File: src/rtl/mem_arb_pkg.sv
// mem_arbiter shared types and default widths.
// Imported by the arbiter top and its round-robin picker.
package mem_arb_pkg;

  localparam int ADDR_W_DEF  = 24;
  localparam int DATA_W_DEF  = 32;
  localparam int TIMEOUT_DEF = 64;

  typedef enum logic [1:0] {
    IDLE,
    BUSY,
    GAP
  } state_t;

  typedef enum logic {
    OWN_FETCH,
    OWN_DATA
  } owner_t;

endpackage

File: src/rtl/mem_arb_pick.sv
// Two-way round-robin selector; on a tie the port
// that did not win last time is chosen.
module mem_arb_pick
  import mem_arb_pkg::*;
(
  input  logic   f_req,
  input  logic   d_req,
  input  owner_t last,
  output logic   grant_valid,
  output owner_t owner
);

  always_comb begin
    grant_valid = f_req | d_req;
    owner       = OWN_FETCH;
    unique case (1'b1)
      (f_req && d_req):
        owner = (last == OWN_FETCH) ? OWN_DATA : OWN_FETCH;
      (d_req && !f_req):
        owner = OWN_DATA;
      default:
        owner = OWN_FETCH;
    endcase
  end

endmodule

File: src/rtl/mem_arbiter.sv
// Shares one MMU between fetch and load/store units,
// one latched transfer at a time, with a watchdog abort.
module mem_arbiter
  import mem_arb_pkg::*;
#(
  parameter int ADDR_W  = ADDR_W_DEF,
  parameter int DATA_W  = DATA_W_DEF,
  parameter int TIMEOUT = TIMEOUT_DEF
) (
  input  logic              clk,
  input  logic              rst_n,
  input  logic              f_req,
  input  logic [ADDR_W-1:0] f_addr,
  input  logic [1:0]        f_bytes,
  output logic              f_gnt,
  output logic              f_done,
  output logic [DATA_W-1:0] f_rdata,
  output logic              f_err,
  input  logic              d_req,
  input  logic              d_we,
  input  logic [ADDR_W-1:0] d_addr,
  input  logic [DATA_W-1:0] d_wdata,
  input  logic [1:0]        d_bytes,
  output logic              d_gnt,
  output logic              d_done,
  output logic [DATA_W-1:0] d_rdata,
  output logic              d_err,
  output logic [ADDR_W-1:0] mem_addr,
  output logic              mem_read,
  output logic              mem_write,
  output logic [DATA_W-1:0] mem_wdata,
  output logic [1:0]        mem_bytes,
  input  logic [DATA_W-1:0] mem_rdata,
  input  logic              mem_rd_rdy,
  input  logic              mem_wr_rdy
);

  localparam int CW =
    (TIMEOUT > 0) ? $clog2(TIMEOUT + 1) : 1;

  state_t        state_q, state_d;
  owner_t        owner_q, last_q;
  owner_t        pick_owner;
  logic          pick_valid;
  logic          we_q;
  logic [CW-1:0] cnt_q;
  logic          complete, expire, finish;
  logic [DATA_W-1:0] rd_val;

  mem_arb_pick u_pick (
    .f_req       (f_req),
    .d_req       (d_req),
    .last        (last_q),
    .grant_valid (pick_valid),
    .owner       (pick_owner)
  );

  // The opposite-direction ready pulse never completes a transfer.
  assign complete = we_q ? mem_wr_rdy : mem_rd_rdy;
  assign expire   = (TIMEOUT != 0) &&
                    (cnt_q == CW'(TIMEOUT - 1));
  assign finish   = complete | expire;
  assign rd_val   = (complete && !we_q) ? mem_rdata : '0;

  always_ff @(posedge clk) begin
    if (!rst_n) state_q <= IDLE;
    else        state_q <= state_d;
  end

  always_comb begin
    state_d = state_q;
    unique case (state_q)
      IDLE:    if (pick_valid) state_d = BUSY;
      BUSY:    if (finish) state_d = GAP;
      GAP:     state_d = IDLE;
      default: state_d = IDLE;
    endcase
  end

  always_ff @(posedge clk) begin
    if (!rst_n) begin
      owner_q   <= OWN_FETCH;
      last_q    <= OWN_DATA;
      we_q      <= 1'b0;
      cnt_q     <= '0;
      f_gnt     <= 1'b0;
      f_done    <= 1'b0;
      f_rdata   <= '0;
      f_err     <= 1'b0;
      d_gnt     <= 1'b0;
      d_done    <= 1'b0;
      d_rdata   <= '0;
      d_err     <= 1'b0;
      mem_addr  <= '0;
      mem_read  <= 1'b0;
      mem_write <= 1'b0;
      mem_wdata <= '0;
      mem_bytes <= '0;
    end else begin
      f_gnt  <= 1'b0;
      d_gnt  <= 1'b0;
      f_done <= 1'b0;
      d_done <= 1'b0;
      unique case (state_q)
        IDLE: if (pick_valid) begin
          owner_q <= pick_owner;
          last_q  <= pick_owner;
          cnt_q   <= '0;
          if (pick_owner == OWN_FETCH) begin
            f_gnt     <= 1'b1;
            we_q      <= 1'b0;
            mem_addr  <= f_addr;
            mem_bytes <= f_bytes;
            mem_wdata <= '0;
            mem_read  <= 1'b1;
            mem_write <= 1'b0;
          end else begin
            d_gnt     <= 1'b1;
            we_q      <= d_we;
            mem_addr  <= d_addr;
            mem_bytes <= d_bytes;
            mem_wdata <= d_wdata;
            mem_read  <= !d_we;
            mem_write <= d_we;
          end
        end
        BUSY: if (finish) begin
          mem_read  <= 1'b0;
          mem_write <= 1'b0;
          if (owner_q == OWN_FETCH) begin
            f_done  <= 1'b1;
            f_rdata <= rd_val;
            f_err   <= !complete;
          end else begin
            d_done  <= 1'b1;
            d_rdata <= rd_val;
            d_err   <= !complete;
          end
        end else begin
          cnt_q <= cnt_q + CW'(1);
        end
        default: ;
      endcase
    end
  end

endmodule
File: config.mk
export PLATFORM = sky130hd
export DESIGN_NAME = mem_arbiter
export DESIGN_NICKNAME = d
export VERILOG_FILES = /design/src/rtl/mem_arb_pkg.sv /design/src/rtl/mem_arb_pick.sv /design/src/rtl/mem_arbiter.sv
export SDC_FILE = /design/constraint.sdc
export NUM_CORES = 1
export LEC_CHECK = 0
export ABC_AREA = 1
export BUFFER_PORTS_ARGS = -buffer_cell sky130_fd_sc_hd__buf_4
export CORE_UTILIZATION = 43
export CTS_CLUSTER_DIAMETER = 120
export DETAILED_ROUTE_END_ITERATION = 7
export PLACE_DENSITY = 0.77
export RECOVER_POWER = 50
export SLEW_MARGIN = 20
export SYNTH_ARGS = -nofsm -noshare
export SYNTH_HDL_FRONTEND = slang
export SYNTH_SLANG_ARGS = --single-unit
File: constraint.sdc
create_clock -name clk -period 1.5 [get_ports clk]
set_input_delay 0.075 -clock clk [delete_from_list [all_inputs] [get_ports clk]]
set_output_delay 0.075 -clock clk [all_outputs]
set_load 0.1 [all_outputs]
Word level (Yosys, flattened, before mapping)
Cells that the tools add are included.
{"block": "totals", "register_bits": 142, "latch_bits": 0, "ram_bits": 0, "romBits": 0, "inputBits": 123, "output_inout_bits": 130, "word_cells": 68, "mem_count": 0}
{"block": "classes", "n_addsub": 1, "multipliers": 0, "n_div": 0, "order_cmp": 0, "eq_ne": 5, "shifts": 0, "muxes": 24, "n_bitwise": 3, "n_reduce_logical": 17}
{"cell": "two-way mux 32 bit", "count": 2}
{"cell": "two-way mux 24 bit", "count": 1}
{"cell": "AND reduction 3 bit", "count": 6}
{"cell": "two-way mux 7 bit", "count": 2}
{"cell": "case mux 7 bit (2 select lines)", "count": 1}
{"cell": "two-way mux 1 bit", "count": 11}
{"cell": "adder 7 x 1 -> 7 bit, second input constant", "count": 1}
{"cell": "equality test 7 x 6 -> 1 bit, second input constant", "count": 1}
{"cell": "two-way mux 2 bit", "count": 3}
{"cell": "!= test 2 bit, second input constant", "count": 3}
{"cell": "case mux 1 bit (2 select lines)", "count": 3}
{"cell": "logical NOT 1 bit", "count": 4}
{"cell": "case mux 2 bit (2 select lines)", "count": 1}
{"cell": "AND reduction 2 bit", "count": 2}
{"cell": "logical AND 1 bit", "count": 3}
{"cell": "equality test 2 x 1 -> 1 bit, second input constant", "count": 1}
{"cell": "logical NOT 2 bit", "count": 1}
{"cell": "bitwise OR 1 bit", "count": 2}
{"cell": "nonzero test 2 bit", "count": 1}
{"cell": "NOT 1 bit", "count": 1}

Logic depth before layout (Yosys ltp)
{"block": "logic_depth", "ltp_word": 6, "ltp_mapped": 9, "mapped_depth_nobuf": 9}

Modules after synthesis
Synthesis repeated with hierarchy kept, for this count alone.
{"block": "hier_totals", "cells_unflattened": 906, "area_unflattened_um2": 6048.3}
{"module": "mem_arbiter", "instances": 1, "cells_per_inst": 903, "area_each_um2": 6033.3, "seq_area_each_um2": 2842.7}
{"module": "mem_arb_pick", "instances": 1, "cells_per_inst": 3, "area_each_um2": 15.0, "seq_area_each_um2": 0.0}

Worst setup path before layout
OpenSTA, ideal clock, no wires.
{"block": "synth_path", "kind": "flip-flop to flip-flop", "start": "register cnt_q[0]", "end": "register f_err", "setup_time_ps": 132, "arrival_time_ps": 1276, "required_ps": 1368, "slack_ps": 92, "stages_incl_launch_ff": 10, "n_path_buf": 1, "synth_period_minus_slack_ps": 1408, "path_cell_list": "dfxtp_1 ha_1 nand2_1 nor2_2 nand2_2 nand2_4 nand3_2 buf_2 nand2_1 a21oi_1"}
{"block": "synth_between", "elab_chain_len": 3}
{"item": "from (decl)", "line": "mem_arbiter.sv:46", "source": "logic [CW-1:0] cnt_q;"}
{"item": "from (signal assigned)", "line": "mem_arbiter.sv:140", "source": "cnt_q <= cnt_q + CW'(1);"}
{"item": "equality test 7 x 6 -> 1 bit", "line": "mem_arbiter.sv:61", "source": "(cnt_q == CW'(TIMEOUT - 1));"}
{"item": "bitwise OR 1 bit", "line": "mem_arbiter.sv:62", "source": "assign finish = complete | expire;"}
{"item": "AND reduction 3 bit (no source line)"}
{"item": "to (signal assigned)", "line": "mem_arbiter.sv:133", "source": "f_err <= !complete;"}
{"item": "to (decl)", "line": "mem_arbiter.sv:18", "source": "output logic f_err,"}
Every way passes these cells.
A chain may end at the register's enable or synchronous reset.

Worst setup path in the final report
{"block": "layout_path", "start": "register cnt_q[1]", "end": "register f_rdata[21]"}
{"block": "layout_between", "elab_chain_len": 3}
{"item": "equality test 7 x 6 -> 1 bit", "line": "mem_arbiter.sv:61"}
{"item": "bitwise OR 1 bit", "line": "mem_arbiter.sv:62"}
{"item": "AND reduction 3 bit (no source line)"}
{"item": "to (signal assigned)", "line": "mem_arbiter.sv:132", "source": "f_rdata <= rd_val;"}
{"item": "to (decl)", "line": "mem_arbiter.sv:17", "source": "output logic [DATA_W-1:0] f_rdata,"}
Every way passes these cells.

==> run_results.csv <==
group,metric,value,unit
clocking,clock_latency,0.43,ns
pwr,p_sw,0.00391,W
worst_setup_path,arrival,1.89,ns
worst_setup_path,r2r_setup_slack,-0.1,ns
route,first_pass_iters,5,
pwr,cell_internal_pwr,0.00744,W
worst_setup_path,setup.worst_path.start_class,"flop",
clocking,cts_tree,"done",
yosys,syn_nets,889,
layout,final_common_cell,"buf_4",
route,routed_via_density,5.61,
clocking,cts_htree_levels,4,
timing,finalWorstSetupSlack,-0.0954,ns
layout,syn_to_final_growth,64.4,%
grt,antenna_found_initial,0,
layout,diodes,0,
timing,slew_headroom,59.3,%
worst_setup_path,r2r-start,"cnt_q[1]",
clocking,cts_root_buffer,"clkbuf_16",
floorplanning,die_h,118,microns
yosys,synth_area_leader_cell,"dfxtp_1",
clocking,cts.clk_slew.worst_paths,0.06,ns
timing,rsz0062_at_grt,"true",
run_status,violations,"setup timing",
route,drc_errors,0,
yosys,ys.flop_type,"dfxtp_1",
pwr,power_density,1200,mW/mm^2
worst_setup_path,cp_max_fo,6,
pwr,design_power_total,0.0114,W
grt,globalRoute.totalOverflow,0,
clocking,clock-sinks,142,
yosys,synth.cell_area,0.00576,sq mm
layout,final_nets,1221,
worst_setup_path,critical_path_class,"flop to flop",
timing,setup_violations,33,
timing,min_period,1.60,ns
route,vias,7191,
yosys,syn_inst,765,
route,drt_iter0_drc,862,
worst_setup_path,critPathLaunch,"cnt_q[1]",
worst_setup_path,cp-end-kind,"flop",
run_status,status,"finished, violations left",
worst_setup_path,crit_required,1.79,ns
layout,final_cell_area,0.00947,sq mm
yosys,avgSynthCellArea,7.53,sq um
yosys,synthDominantCellAreaShare,49.4,%
timing,finalSetupTns,-1.71,ns
timing,maxSlewViolCount,0,
pwr,comb_power_share,26.7,%
placed_design,hpwlAfterDp,11800,microns
timing,worst_pin_slew,0.613,ns
floorplanning,num_io_pins,253,
hold_path,hold_path_class,"input port to flop",
floorplanning,coreArea,0.0128,sq mm
route,routed_wl,22900,microns
clocking,cts_buffers,17,
placed_design,port_buffers,252,
grt,grt_max_degree,110,
pwr,clkPwrFrac,37.3,%
yosys,yosys_warnings,0,
placed_design,placed_cell_area,0.00786,sq mm
yosys,synth-edff-count,0,
worst_setup_path,r2r_cells,9,
floorplanning,rows,41,
placed_design,globalplace.congestion,0.815,
layout,drive_above_1_share,34.2,%
yosys,yosysUniqueCellTypes,24,
flow_run,drv_cap,0,
grt,grt_pass1_vias,6637,
pwr,seqPwrFrac,36.0,%
timing,holdWs,0.0237,ns
timing,max_freq,627,MHz
yosys,synth.area.top_cells,"dfxtp_1, nand2_1, a21oi_1",
yosys,ys_seq_elements,142,
yosys,yosysSeqAreaShare,49.4,%
floorplanning,die_x,118,microns
worst_setup_path,r2r-end,"f_rdata[21]",
floorplanning,initial_core_util,44.9,%
yosys,async_reset_ff_share,0,%
pwr,ir_drop,0.688,mV
pwr,sw_frac_of_total,34.4,%
layout,final_cell_mix,"buf_4, nand2_1, dfxtp_1",
timing,timing.final.crit_share,106,%
timing,finalClockSkew,0.00694,ns
floorplanning,die_area,0.0139,sq mm
timing,hold_viol,0,
route,final_antenna_net_count,0,
layout,fin_util,73.8,%
grt,grt_use_total,31.1,%
route,wl_per_cell,17.9,microns
clocking,cts_max_path_buffers,2,
grt,grt_pass1_wl,34300,microns
worst_setup_path,cp-endpoint,"f_rdata[21]",
pwr,power.leakage,4.18,nW
synth_stat cells, types with 8 or more instances:
master / number
dfxtp_1: 142
nand2_1: 179
nand4_1: 66
clkbuf_1: 26
a31oi_1: 26
a21oi_1: 107
buf_2: 33
o21ai_0: 29
nand3_1: 40
inv_1: 39
nor2_1: 48
inv_2: 8
metrics by stage:
stage / setup slack (ns) / std cells
floorplan: 0.0919 / 765
global placement: 0.0655 / 1151
detailed placement: -0.00417 / 1151
CTS: 0.000606 / 1268
global route: -0.171 / 1281
finish: -0.0954 / 1281
what timing repair did:
action	CTS	global route
hold buffers	86	0
buffers inserted	0	6
endpoints found under the hold margin	67	0
gates resized for setup	1	63
pin swaps	4	8
setup endpoints to repair	21	70
gates cloned	0	7
per-layer routing:
layer,GRT usage (%),vias to the layer above,share of wire (%)
met2,51.1,527,48
met4,19.3,0,5.5
li1,-,3259,-
met1,36.6,3291,37
met3,7.27,114,9.6
met5,0,-,0
cell type report:
class,count,area [sq um]
clock inverters,8,106
multi-input cells,509,2630
clock buffers,23,488
inverters,47,178
well taps,172,215
fillers,897,3360
repair buffers,380,3010
flip-flops and latches,142,2850
registers in the layout, summed over array words and instances, names as in the netlist:
signal / cells
cnt_q: 7
owner_q: 1
f_rdata: 32
we_q: 1
f_gnt: 1
d_rdata: 32
mem_bytes: 2
d_done: 1
d_gnt: 1
mem_addr: 24
state_q: 2
f_err: 1
mem_read: 1
last_q: 1
f_done: 1
d_err: 1
mem_wdata: 32
mem_write: 1
power by group through the flow:
stage / sequential (W) / combinational [W] / clock, W
after floorplan: 0.00529 / 0.000722 / 0
after global placement: 0.00412 / 0.00265 / 0
after detailed placement: 0.00413 / 0.00266 / 0
after CTS: 0.00405 / 0.00285 / 0.00425
after global routing: 0.00409 / 0.00315 / 0.00442
final: 0.00408 / 0.00303 / 0.00424
worst min path at each step:
| stage | to | slack, ns | cells after the start | startpoint |
|---|---|---|---|---|
| 2_1_floorplan | mem_addr[22] | 0.23 | 2 | f_addr[22] |
| 5_1_grt | f_rdata[15] | 0.04 | 5 | mem_rdata[15] |
| 3_3_place_gp | last_q | 0.35 | 2 | rst_n |
| 4_1_cts | d_rdata[1] | 0.02 | 5 | mem_rdata[1] |
| 6_report | d_rdata[21] | 0.02 | 5 | mem_rdata[21] |
| 3_5_place_dp | last_q | 0.35 | 2 | rst_n |
critical path: stages, from the launching register on:
cell and delay [ns]:
dfxtp_2 0.35, ha_4 0.15, nand2_4 0.05, nor2_4 0.14
nand2_4 0.08, nand2_8 0.11, nand3_4 0.19, clkbuf_16 0.23
nand2_1 0.08, a21oi_1 0.06
cells by family after synthesis:
| logic type | Yosys count | share of synthesized area [%] |
|---|---|---|
| AO/OA/AOI/OAI | 164 | 14.9 |
| adder cells (fa/ha/maj) | 1 | 0.217 |
| buffers and inverters | 114 | 8.67 |
| flip-flops | 142 | 49.4 |
| AND/OR/NAND/NOR | 344 | 26.8 |
No activity file was read; power rests on OpenSTA's default activity.
